<file path="src/rtl/mem_port_arbiter.sv">
// Shares one memory port between instruction fetch and MEM-stage data access, one transaction in flight.
// Optional watchdog: define MEM_ARB_TIMEOUT_EN to force-complete transactions after TIMEOUT_CYCLES.
module mem_port_arbiter #(
    parameter int ADDR_WIDTH     = 32,
    parameter int DATA_WIDTH     = 32,
    parameter int TIMEOUT_CYCLES = 255
) (
    input  logic                    i_clk,
    input  logic                    i_reset,
    input  logic                    i_if_req,
    input  logic [ADDR_WIDTH-1:0]   i_if_addr,
    input  logic                    i_if_kill,
    output logic [DATA_WIDTH-1:0]   o_if_rdata,
    output logic                    o_if_rvalid,
    input  logic                    i_dm_req,
    input  logic                    i_dm_we,
    input  logic [ADDR_WIDTH-1:0]   i_dm_addr,
    input  logic [DATA_WIDTH-1:0]   i_dm_wdata,
    input  logic [DATA_WIDTH/8-1:0] i_dm_be,
    output logic [DATA_WIDTH-1:0]   o_dm_rdata,
    output logic                    o_dm_rvalid,
    output logic                    o_mem_req,
    output logic                    o_mem_we,
    output logic [ADDR_WIDTH-1:0]   o_mem_addr,
    output logic [DATA_WIDTH-1:0]   o_mem_wdata,
    output logic [DATA_WIDTH/8-1:0] o_mem_be,
    input  logic                    i_mem_gnt,
    input  logic                    i_mem_rvalid,
    input  logic [DATA_WIDTH-1:0]   i_mem_rdata,
    output logic                    o_stall_f,
    output logic                    o_stall_m,
    output logic                    o_timeout
);

    localparam int BE_WIDTH = DATA_WIDTH / 8;

    typedef enum logic [1:0] {
        ST_IDLE,
        ST_ISSUE,
        ST_WAIT
    } state_t;

    typedef enum logic {
        OWN_IF,
        OWN_DM
    } owner_t;

    state_t                state_q, state_d;
    owner_t                owner_q, owner_d;
    owner_t                last_owner_q, last_owner_d;
    logic                  killed_q, killed_d;
    logic                  timeout_q, timeout_d;
    logic                  mem_we_q, mem_we_d;
    logic [ADDR_WIDTH-1:0] mem_addr_q, mem_addr_d;
    logic [DATA_WIDTH-1:0] mem_wdata_q, mem_wdata_d;
    logic [BE_WIDTH-1:0]   mem_be_q, mem_be_d;

    logic if_cand;
    logic grant_if;
    logic grant_dm;
    logic mem_done;
    logic force_done;
    logic complete;
    logic cnt_hit;

`ifdef MEM_ARB_TIMEOUT_EN
    localparam int CNT_W = 16;
    logic [CNT_W-1:0] cnt_q, cnt_d;

    // Counter starts at zero in the first ISSUE cycle, so it fires in busy cycle TIMEOUT_CYCLES.
    assign cnt_hit = (state_q != ST_IDLE) && (cnt_q == CNT_W'(TIMEOUT_CYCLES - 1));

    always_comb begin
        cnt_d = cnt_q;
        if (grant_if || grant_dm) begin
            cnt_d = '0;
        end else if (state_q != ST_IDLE) begin
            cnt_d = cnt_q + 1'b1;
        end
    end

    always_ff @(posedge i_clk or negedge i_reset) begin
        if (!i_reset) begin
            cnt_q <= '0;
        end else begin
            cnt_q <= cnt_d;
        end
    end
`else
    // No watchdog in this build; the comparison is constant false and keeps TIMEOUT_CYCLES referenced.
    assign cnt_hit = (TIMEOUT_CYCLES < 0);
`endif

    assign if_cand  = i_if_req & ~i_if_kill;
    assign grant_if = (state_q == ST_IDLE) & if_cand & (~i_dm_req | (last_owner_q == OWN_DM));
    assign grant_dm = (state_q == ST_IDLE) & i_dm_req & (~if_cand | (last_owner_q == OWN_IF));

    assign mem_done   = ((state_q == ST_ISSUE) & i_mem_gnt & i_mem_rvalid)
                      | ((state_q == ST_WAIT) & i_mem_rvalid);
    assign force_done = cnt_hit & ~mem_done;
    assign complete   = mem_done | force_done;

    // A fetch killed in its completion cycle is suppressed too, matching o_stall_f.
    assign o_if_rvalid = complete & (owner_q == OWN_IF) & ~killed_q & ~i_if_kill;
    assign o_dm_rvalid = complete & (owner_q == OWN_DM);
    assign o_if_rdata  = force_done ? '0 : i_mem_rdata;
    assign o_dm_rdata  = force_done ? '0 : i_mem_rdata;

    assign o_mem_req   = (state_q == ST_ISSUE);
    assign o_mem_we    = mem_we_q;
    assign o_mem_addr  = mem_addr_q;
    assign o_mem_wdata = mem_wdata_q;
    assign o_mem_be    = mem_be_q;
    assign o_timeout   = timeout_q;

    assign o_stall_f = i_if_req & ~o_if_rvalid & ~i_if_kill;
    assign o_stall_m = i_dm_req & ~o_dm_rvalid;

    always_comb begin
        state_d      = state_q;
        owner_d      = owner_q;
        last_owner_d = last_owner_q;
        killed_d     = killed_q;
        timeout_d    = timeout_q;
        mem_we_d     = mem_we_q;
        mem_addr_d   = mem_addr_q;
        mem_wdata_d  = mem_wdata_q;
        mem_be_d     = mem_be_q;

        case (state_q)
            ST_IDLE: begin
                if (grant_if) begin
                    state_d      = ST_ISSUE;
                    owner_d      = OWN_IF;
                    last_owner_d = OWN_IF;
                    killed_d     = 1'b0;
                    mem_we_d     = 1'b0;
                    mem_addr_d   = i_if_addr;
                    mem_wdata_d  = '0;
                    mem_be_d     = '1;
                end else if (grant_dm) begin
                    state_d      = ST_ISSUE;
                    owner_d      = OWN_DM;
                    last_owner_d = OWN_DM;
                    killed_d     = 1'b0;
                    mem_we_d     = i_dm_we;
                    mem_addr_d   = i_dm_addr;
                    mem_wdata_d  = i_dm_wdata;
                    mem_be_d     = i_dm_be;
                end
            end
            ST_ISSUE: begin
                if (i_mem_gnt) begin
                    state_d = i_mem_rvalid ? ST_IDLE : ST_WAIT;
                end
            end
            ST_WAIT: begin
                if (i_mem_rvalid) begin
                    state_d = ST_IDLE;
                end
            end
            default: state_d = ST_IDLE;
        endcase

        if ((state_q != ST_IDLE) && (owner_q == OWN_IF) && i_if_kill) begin
            killed_d = 1'b1;
        end
        if (complete) begin
            state_d  = ST_IDLE;
            killed_d = 1'b0;
        end
        if (force_done) begin
            timeout_d = 1'b1;
        end
    end

    always_ff @(posedge i_clk or negedge i_reset) begin
        if (!i_reset) begin
            state_q      <= ST_IDLE;
            owner_q      <= OWN_IF;
            last_owner_q <= OWN_DM;
            killed_q     <= 1'b0;
            timeout_q    <= 1'b0;
            mem_we_q     <= 1'b0;
            mem_addr_q   <= '0;
            mem_wdata_q  <= '0;
            mem_be_q     <= '0;
        end else begin
            state_q      <= state_d;
            owner_q      <= owner_d;
            last_owner_q <= last_owner_d;
            killed_q     <= killed_d;
            timeout_q    <= timeout_d;
            mem_we_q     <= mem_we_d;
            mem_addr_q   <= mem_addr_d;
            mem_wdata_q  <= mem_wdata_d;
            mem_be_q     <= mem_be_d;
        end
    end

endmodule

</file>
<file path="config.mk">
export PLATFORM = sky130hd
export DESIGN_NAME = mem_port_arbiter
export DESIGN_NICKNAME = d
export VERILOG_FILES = /design/src/rtl/mem_port_arbiter.sv
export SDC_FILE = /design/constraint.sdc
export NUM_CORES = 1
export LEC_CHECK = 0
export CAP_MARGIN = 30
export CORE_AREA = 2 2 108 110
export CTS_CLUSTER_DIAMETER = 50
export DETAILED_ROUTE_END_ITERATION = 8
export DIE_AREA = 0 0 110 112
export GPL_ROUTABILITY_DRIVEN = 0
export GPL_TIMING_DRIVEN = 0
export PLACE_DENSITY = 0.8
export REMOVE_ABC_BUFFERS = 1
export SYNTH_ARGS = -nofsm -noshare
export SYNTH_HDL_FRONTEND = slang
export SYNTH_SLANG_ARGS = --single-unit
</file>
<file path="constraint.sdc">
create_clock -name i_clk -period 3 [get_ports i_clk]
set_clock_uncertainty 0.15 [all_clocks]
set_input_delay 0.6 -clock i_clk [delete_from_list [all_inputs] [get_ports i_clk]]
set_output_delay 0.6 -clock i_clk [all_outputs]
set_load 0.02 [all_outputs]
</file>
# --- Yosys cells after proc, flatten, opt, wreduce, memory -nomap -nowiden ---
# Index checks and enable logic that the tools add are counted.
word_totals:
  register_bits: 74
  inputBits: 140
op_classes:
  n_eq_ne: 5
  n_mux: 22
  bitwise: 26
  reduce_logical: 10
ops:
  columns: ["cell", "count"]
  rows:
  - ["32-bit two-way mux", 4]
  - ["1-bit AND", 15]
  - ["2-bit two-way mux", 6]
  - ["1-bit two-way mux", 9]
  - ["4-bit two-way mux", 2]
  - ["1-bit NOT", 8]
  - ["2-bit case mux with 3 select lines", 1]
  - ["4-bit != test, second input constant", 1]
  - ["2-bit AND reduction", 2]
  - ["2-bit nonzero test", 2]
  - ["4-bit nonzero test", 1]
  - ["3-bit by 1-bit != test with 1-bit output, second input constant", 1]
  - ["3-bit != test, second input constant", 1]
  - ["1-bit bitwise OR", 3]
  - ["3-bit AND reduction", 1]
  - ["3-bit nonzero test", 1]
  - ["2-bit by 1-bit equality test with 1-bit output, second input constant", 1]
  - ["2-bit equality test, second input constant", 1]
  - ["1-bit logical AND", 2]
  - ["2-bit logical NOT", 1]

# --- Logic depth before layout (Yosys ltp) ---
logic_depth:
  depth_word: 10
  ltp_mapped: 6

# --- Least setup slack after synthesis ---
# No wires, ideal clock.
synth_timing:
  kind: "input -> output"
  startpoint: "input port i_mem_gnt"
  endpoint: "output port o_stall_m"
  arrival_ps: 1288
  path_slack_ps: 962
  cell_stages: 4
  n_path_buf: 0
  path_cell_list: "nand2_1 mux2i_1 and3_1 nor2_1"
synth_between:
  elab_chain_len: 6
synth_lines:
  columns: ["element", "line", "source"]
  rows:
  - ["start: declaration", "27", "input logic i_mem_gnt,"]
  - ["1-bit AND (2 in a row)", "98", "assign mem_done = ((state_q == ST_ISSUE) & i_mem_gnt & i_mem_rvalid)"]
  - ["1-bit bitwise OR", "99", "| ((state_q == ST_WAIT) & i_mem_rvalid);"]
  - ["1-bit AND", "105", "assign o_dm_rvalid = complete & (owner_q == OWN_DM);"]
  - ["via o_dm_rvalid", "21", "output logic o_dm_rvalid,"]
  - ["1-bit NOT", "117", "assign o_stall_m = i_dm_req & ~o_dm_rvalid;"]
  - ["1-bit AND", "117", null]
  - ["end: declaration", "31", "output logic o_stall_m,"]
# The timed path passes the listed nets, and every way through them passes these cells.

# --- Worst setup path after layout ---
layout_timing:
  startpoint: "input port i_mem_gnt"
  endpoint: "output port o_if_rvalid"
layout_between:
  elab_chain_len: 6
layout_lines:
  columns: ["element", "line", "source"]
  rows:
  - ["1-bit AND (2 in a row)", "98", null]
  - ["1-bit bitwise OR", "99", null]
  - ["1-bit AND (3 in a row)", "104", "assign o_if_rvalid = complete & (owner_q == OWN_IF) & ~killed_q & ~i_if_kill;"]
  - ["end: declaration", "14", "output logic o_if_rvalid,"]
# No other way between the ends.

==> reports/results.ini <==
[yosys]
synth-simple-area-share=0.131
netlist_top_cells_area=dfrtp_1 (50%), buf_4 (13%), nand2_1 (11%)
synth-xor-area-share=0
async_flop_share=1.00
synth.avg_cell_area_um2=9.09
ys_types=26
yosysMostFrequentCell=nand2_1
yosys.area.top_type=dfrtp_1
synth-edff-count=0
synth-seq-area-share=0.512
yosysTopAreaCellShare=0.505
synthMuxAreaShare=0.00277
syn_area_um2=3620
ys_warn_count=0
netlist_instances=398
synth_compound_area_frac=0.173
synth_commonest_cells=nand2_1 (103), dfrtp_1 (73), buf_4 (65)
synth_ff_type=dfrtp_1
synth_top_family_by_area=buffers and inverters
synthAdderAreaFrac=0
ys_seq_elements=74

[hold_path]
holdCritPathClass=reg -> reg
whs_path_depth=2

[drt]
first_pass_iters=4
top_layer=met5
via_per_inst=4.91
drc_errors=0
drt-total-wl_um=12100
wl_per_cell_um=18.5
wl_met2_um=4860
drtIter0Drc=132
drt-met1-wl_um=4780
drtAntennaViolNets=0
vias=3209
routed-wl-met3_um=2090

[clock_network]
clkTransAtPathRegs_ns=0.06
cts.sinks=74
cts_setup_buffers=0
htreeDepth=3
cts_buffers=9
cts_root_buf=clkbuf_16
clk_path_buf_depth=2
clk_latency_ns=0.32
cts_tree=done

[timing]
max_freq_mhz=355
period_share=0.938
fin_ws_ns=0.186
tightest_slew_ns=0.756
rsz0062_at_grt=false
hold_viol_final=0
setup_viol=0
fin_crit_ns=2.81
tns_ns=0
maxSlewViolCount=0
relSlewSlack=0.494

[critical_path]
slowest_delay_ns=0.49
rr_worst_depth=5
crit_chain=clkdlybuf4s50_1 > nand2_1 > mux2i_2 > and2_1 > and3b_1 > dlygate4sd2_1
crit_type=in -> out
crit_slowest_cell=clkdlybuf4s50_1
cp_data_arrival_time_ns=2.06
critPathCaptureType=output port
crit_fanout=3
crit_required_ns=2.25
startpoint_type=primary input

[finish]
antenna_cells=0
drive_gt1_frac=0.0588
fin_nets=645
multi_input_area_um2=1130
syn_to_final_growth_pct=48.9
fillers=1048
ff_latch_area_um2=1850

[pwr]
p_total_mw=5.30
leakage_nw=2.36
power_density_nw_per_um2=984
vdd_drop_max_mv=0.458

[global_routing]
grt-ovfl-total=0
grt_max_degree=102
antenna_found_initial=0
grt_pass1_wl_um=17900
grtUsageTotal=0.196
grt_pass1_vias=3218

[floorplanning]
die_w_um=110
row_count=39
start_util=0.324
die_h_um=112
ioPinCount=279
die_area_um2=12300
coreArea_um2=11200

[flow_run]
drv_cap=0

[placed_design]
hpwl_um=9320
dp_slack_ns=-0.0832
port_buffers=181

[status]
status=finished clean

[where the power goes]
part / switching [mW] / internal, mW / total (mW)
logic: 1.37 / 1.18 / 2.55
clock network: 0.396 / 0.641 / 1.04
registers: 0.247 / 1.46 / 1.71
total: 2.01 / 3.29 / 5.30
[per-layer routing]
metal,vias up,GRT usage
met5,-,0.101
met4,4,0.0624
met3,22,0.154
met2,226,0.259
met1,1485,0.234
li1,1472,-
[metrics by stage]
stage	utilization	area [µm²]	instances	hold slack, ns
floorplan	-	2980	308	0.154
CTS	0.481	5380	653	0.332
global route	0.482	5390	653	0.353
finish	0.482	5390	653	0.327
detailed placement	0.455	5080	636	0.251
global placement	0.445	4970	632	0.311
[critical path, delay by kind of cell]
family	cells	cell delay, ns
buffers and inverters	2	0.82
multiplexers	1	0.20
AND/OR/NAND/NOR	3	0.45
[cells by family (layout without fill, tap and decap cells)]
group | count (synthesis) | after routing
buffers and inverters | 94 | 206
muxes | 1 | 1
AOI/OAI and AO/OA | 110 | 110
and+or+nand+nor | 118 | 118
other | 1 | 1
DFF | 74 | 74
[final timing paths]
| path | to | slack [ns] | startpoint |
|---|---|---|---|
| setup / recovery | o_if_rvalid | 0.19 | i_mem_gnt |
| hold / removal | o_mem_wdata[30]$_DFFE_PN0P_ | 0.33 | o_mem_wdata[30]$_DFFE_PN0P_ |
| setup reg to reg | o_mem_addr[3]$_DFFE_PN0P_ | 0.91 | state_q[1]$_DFFE_PN0P_ |
| hold reg to reg | o_mem_wdata[30]$_DFFE_PN0P_ | 0.33 | o_mem_wdata[30]$_DFFE_PN0P_ |
| max in group asynchronous | last_owner_q$_DFFE_PN1P_ | 1.67 | i_reset |
| min in group asynchronous | o_mem_addr[5]$_DFFE_PN0P_ | 0.47 | i_reset |
[flip-flops by register name (all words and copies together) (netlist names)]
register	flops
o_mem_addr	32
owner_q	1
killed_q	1
o_mem_we	1
o_mem_be	4
state_q	2
last_owner_q	1
o_mem_wdata	32
[area by class of cell]
cell class	count	share of cell area
Tap cell	143	0.0332
Multi-Input combinational cell	230	0.209
Inverter	4	0.00279
Clock inverter	5	0.0102
Sequential cell	74	0.344
Timing Repair Buffer	186	0.358
Clock buffer	11	0.0432
[cell usage in the layout (no fill, tap or decap)]
cell type / instances
nand2_1: 103
a21o_4: 1
a21o_2: 1
dlymetal6s2s_1: 3
clkinvlp_4: 2
clkinv_2: 2
buf_12: 1
o21ai_1: 24
clkbuf_1: 2
o21ai_2: 4
and3b_1: 1
buf_16: 3
dfrtp_1: 73
o22ai_1: 32
o21ai_0: 43
buf_4: 1
and3_1: 2
dfstp_2: 1
inv_1: 4
nand2b_1: 1
and2_1: 1
conb_1: 1
nor2_1: 7
dlygate4sd3_1: 1
mux2i_2: 1
nand2b_4: 1
a21oi_1: 4
or2_4: 1
clkdlybuf4s50_1: 176
dlygate4sd2_1: 1
nor2b_1: 1
bufinv_16: 1
a211oi_4: 1
clkbuf_16: 9
[repair_timing]
action                                  in CTS  in global routing
hold buffers                                 1                  0
endpoints found under the hold margin        1                  0
gates resized for setup                      1                  4
endpoints found under the setup margin       1                  3
Note: power is estimated with default switching activity, not from simulation.
==> edit 1: new RTL, same settings <==
Take the reset off `mem_addr_q`, `mem_wdata_q` and `mem_be_q` and load them in a clocked block of their own.
--- a/src/rtl/mem_port_arbiter.sv
+++ b/src/rtl/mem_port_arbiter.sv
@@ -182,9 +182,6 @@
             killed_q     <= 1'b0;
             timeout_q    <= 1'b0;
             mem_we_q     <= 1'b0;
-            mem_addr_q   <= '0;
-            mem_wdata_q  <= '0;
-            mem_be_q     <= '0;
         end else begin
             state_q      <= state_d;
             owner_q      <= owner_d;
@@ -192,10 +189,13 @@
             killed_q     <= killed_d;
             timeout_q    <= timeout_d;
             mem_we_q     <= mem_we_d;
-            mem_addr_q   <= mem_addr_d;
-            mem_wdata_q  <= mem_wdata_d;
-            mem_be_q     <= mem_be_d;
-        end
+        end
+    end
+
+    always_ff @(posedge i_clk) begin
+        mem_addr_q  <= mem_addr_d;
+        mem_wdata_q <= mem_wdata_d;
+        mem_be_q    <= mem_be_d;
     end
 
 endmodule
Check against the original RTL: not equivalent (a bounded check fails within 4 cycles, from zero or initial values and one cycle with i_reset low).
==> edit 1 against the original RTL <==
  * Sequential share of layout area grew 6.0 points
  * Cell area is 0.88% higher
  * Area after synthesis rose by 0.52%
  * Die area stayed put
  * Via count fell by 26%
  * Worst hold slack better by 0.034 ns
  * Utilization is 0.43 points higher
  * Wire length down 15%
  * Synthesized cell count down 39%
  * Sequential power down 6%
  * Power down 21%
  * Combinational power down 43%
  * Setup slack worse by 0.099 ns
  * Sequential cell count stayed put
  * Largest power group is now sequential cells
  * Highest routed layer unchanged
==> edit 1: results (changes against the original RTL) <==
SYNTHESIS
--------------------------------------------------------------------------
Seq/Total Area, Yosys .......................................        0.603   +0.0909
Synthesized area per cell ...................................   14.9 sq um   +64%
Top cells by area, synth .................................... sky130_fd_sc_hd__edfxtp_1, sky130_fd_sc_hd__buf_4, sky130_fd_sc_hd__mux2_4, sky130_fd_sc_hd__and2_1, sky130_fd_sc_hd__dfrtp_1
Count of different cell masters after synthesis .............           27   +3.8%
Async set or reset register ratio after synthesis ...........       0.0811   -0.919
Most frequent cells after synthesis ......................... sky130_fd_sc_hd__edfxtp_1, sky130_fd_sc_hd__buf_4, sky130_fd_sc_hd__and2_1, sky130_fd_sc_hd__mux2_4, sky130_fd_sc_hd__nand2b_1
Number of enable flip-flop cells after synthesis ............           68   +68

POWER
--------------------------------------------------------------------------
Internal ....................................................    0.00294 W   -10%
Relative contribution of combinational cells to total power .        0.348   -0.134
Leakage Power ...............................................      2.09 nW   -11%
Maximum vdd ir drop .........................................       326 uV   -29%

WORST SETUP PATH
--------------------------------------------------------------------------
Reg2reg path depth ..........................................            4   -1
Worst path arrival time .....................................      2.16 ns   +0.10 ns

CLOCK TREE
--------------------------------------------------------------------------
Count of hold-fix buffers inserted at cts ...................            0   -1
Number of gates resized after CTS ...........................            2   +1

LAYOUT
--------------------------------------------------------------------------
Fillcell total ..............................................          989   -5.6%
Cell Count, Final, Fillers Out ..............................          514   -21%

GLOBAL ROUTING
--------------------------------------------------------------------------
Global-route met3 utilization ...............................        0.156   +0.00234
Wire length of the first global-routing pass ................      14.7 mm   -18%

PLACED DESIGN
--------------------------------------------------------------------------
Number of placed instances, taps included ...................          497   -22%
HPWL Detailed ...............................................      8.10 mm   -13%
Post-placement worst setup slack ............................   -0.0989 ns   -0.0157 ns
Cell Area, Placed ...........................................   5100 sq um   +0.30%

RUN STATUS
--------------------------------------------------------------------------
Run status .................................................. finished, final reports clean

DRT
--------------------------------------------------------------------------
First-pass iteration count of the detailed router ...........            5   +1
Total wirelength of the detailed-routed design ..............      10.3 mm   -15%

TIMING
--------------------------------------------------------------------------
Headroom to the max-slew limit ..............................        0.598   +0.104

==> edit 1: cell count changes after synthesis, moves of 4 or more <==
| cell | delta |
|---|---|
| sky130_fd_sc_hd__nand2b_1 | +5 |
| sky130_fd_sc_hd__nand2_1 | -100 |
| sky130_fd_sc_hd__o21ai_0 | -41 |
| sky130_fd_sc_hd__mux2_2 | +4 |
| sky130_fd_sc_hd__o21ai_1 | -24 |
| sky130_fd_sc_hd__edfxtp_1 | +68 |
| sky130_fd_sc_hd__nor2_1 | -5 |
| sky130_fd_sc_hd__and2_1 | +33 |
| sky130_fd_sc_hd__mux2_4 | +29 |
| sky130_fd_sc_hd__o22ai_1 | -32 |
| sky130_fd_sc_hd__dfrtp_1 | -68 |
| sky130_fd_sc_hd__o21ai_2 | -4 |
| sky130_fd_sc_hd__buf_2 | -14 |
==> edit 1: worst paths after layout <==
path	start	endpoint	slack, ns
worst max-delay path	i_mem_rvalid	o_stall_f	0.09
worst min-delay path	o_mem_we	o_mem_we	0.36
worst max register to register	last_owner_q	o_mem_addr[23]	0.89
worst min register to register	o_mem_we	o_mem_we	0.36
max in group asynchronous	i_reset	last_owner_q	2.05
min in group asynchronous	i_reset	state_q[0]	0.37
==> edit 1: area by class of cell <==
type / instances / area, sq um / share of cell area
multi-input combinational: 94 / 885 / 0.163
timing repair buffer: 183 / 1860 / 0.341
clock inverter: 6 / 81.3 / 0.0150
tap: 143 / 179 / 0.0329
sequential: 74 / 2190 / 0.403
clock buffer: 10 / 229 / 0.0421
inverter: 4 / 15.0 / 0.00276
==> edit 1: power by group through the flow <==
stage	Combinational [W]	Sequential, W	Clock, W
CTS	0.00148	0.00160	0.00114
detailed placement	0.00147	0.00162	0
floorplan	0.000404	0.00194	0
global placement	0.00142	0.00163	0
finish	0.00145	0.00160	0.00112
global route	0.00155	0.00162	0.00120
==> edit 2: new RTL, config.mk and constraints unchanged <==
Made on the original files. `DATA_WIDTH`: 32 -> 36.
--- a/src/rtl/mem_port_arbiter.sv
+++ b/src/rtl/mem_port_arbiter.sv
@@ -2,7 +2,7 @@
 // Optional watchdog: define MEM_ARB_TIMEOUT_EN to force-complete transactions after TIMEOUT_CYCLES.
 module mem_port_arbiter #(
     parameter int ADDR_WIDTH     = 32,
-    parameter int DATA_WIDTH     = 32,
+    parameter int DATA_WIDTH     = 36,
     parameter int TIMEOUT_CYCLES = 255
 ) (
     input  logic                    i_clk,
Ports: changed (5 resized); port bits go from 279 to 299. The function was not compared with the original's and may differ.
==> edit 2 against the original RTL <==
  * Largest cell class unchanged
  * Area after synthesis up 2.8%
  * Wire length up 5.6%
  * Power up 11%
  * Setup slack better by 0.017 ns
  * Highest routed layer unchanged
  * Sequential cell count up 4
  * Non-clock buffer count up 8
  * Cell area up 2.1%
==> edit 2: results (changes against the original RTL) <==
WORST SETUP PATH
--------------------------------------------------------------------------
Largest fanout on the critical path .........................            4   +1
Reg2reg path depth ..........................................            3   -2
Endpoint of the worst setup timing path .....................    o_stall_f

DRT
--------------------------------------------------------------------------
Total wirelength of the detailed-routed design ..............      12.8 mm   +5.6%
Met3 layer wire length in the routed design .................      2.61 mm   +25%
Via count of the routed design ..............................        3,070   -4.3%
Met2 wirelength from detailed routing .......................      4.80 mm   -1.2%
Starting DRT DRC Count ......................................          149   +13%

SYNTHESIS
--------------------------------------------------------------------------
Post-synthesis compound-gate area fraction ..................        0.223   +0.0504
Seq/Total Area, Yosys .......................................        0.525   +0.0128
Top cells by area, synth .................................... sky130_fd_sc_hd__dfrtp_1, sky130_fd_sc_hd__buf_4, sky130_fd_sc_hd__a22o_1, sky130_fd_sc_hd__a2bb2oi_1, sky130_fd_sc_hd__nand2_1
Most frequent cells after synthesis ......................... sky130_fd_sc_hd__dfrtp_1, sky130_fd_sc_hd__buf_4, sky130_fd_sc_hd__nand2_1, sky130_fd_sc_hd__a22o_1, sky130_fd_sc_hd__a2bb2oi_1

POWER
--------------------------------------------------------------------------
Relative contribution of combinational cells to total power .        0.511   +0.029
Total Power Consumption .....................................    0.00588 W   +11%
Maximum vdd ir drop .........................................       549 uV   +20%
Power consumed by the clock network .........................   0.000993 W   -5%

PLACED DESIGN
--------------------------------------------------------------------------
Cell Area, Placed ...........................................   5190 sq um   +2.2%
HPWL Detailed ...............................................      9.68 mm   +3.8%

GLOBAL ROUTING
--------------------------------------------------------------------------
Wire length of the first global-routing pass ................      18.5 mm   +3.3%
GR Util met2 ................................................        0.263   +0.00327
Overall track demand over capacity in global routing ........        0.205   +0.00823
Fraction of met1 tracks used by global routing ..............        0.243   +0.00892
Pin count of the biggest net entering global routing ........           43   -58%

RUN STATUS
--------------------------------------------------------------------------
Run status .................................................. finished, final reports clean

TIMING
--------------------------------------------------------------------------
Headroom to the max-slew limit ..............................        0.387   -0.108
Hold slack final ............................................    0.0872 ns   -0.240 ns

MIN PATH
--------------------------------------------------------------------------
Classification of the worst-slack hold path ................. primary input to async pin

LAYOUT
--------------------------------------------------------------------------
Share of post-route cells with drive strength above 1 .......       0.0618   +0.00299

CLOCK TREE
--------------------------------------------------------------------------
Number of gates resized after CTS ...........................            2   +1

edit 2: cell count changes after synthesis, moves of 3 or more:
cell	before	now
sky130_fd_sc_hd__a21oi_1	4	1
sky130_fd_sc_hd__a22o_1	0	37
sky130_fd_sc_hd__a2bb2oi_1	0	31
sky130_fd_sc_hd__buf_4	65	74
sky130_fd_sc_hd__clkbuf_1	5	2
sky130_fd_sc_hd__dfrtp_1	73	77
sky130_fd_sc_hd__nand2_1	103	39
sky130_fd_sc_hd__nor2_1	7	2
sky130_fd_sc_hd__o21ai_0	43	28
sky130_fd_sc_hd__o21ai_1	24	6
sky130_fd_sc_hd__o21ai_2	4	1
sky130_fd_sc_hd__o22a_1	0	4
sky130_fd_sc_hd__o22ai_1	32	0
edit 2: cell type report:
type                    count  area [sq um]  share of cell area
clock buffers              11           253              0.0459
clock inverters             4          22.5             0.00409
inverters                   2          7.51             0.00136
multi-input cells         164          1100               0.200
flip-flops and latches     78          1950               0.355
well taps                 143           179              0.0325
repair buffers            194          1990               0.362
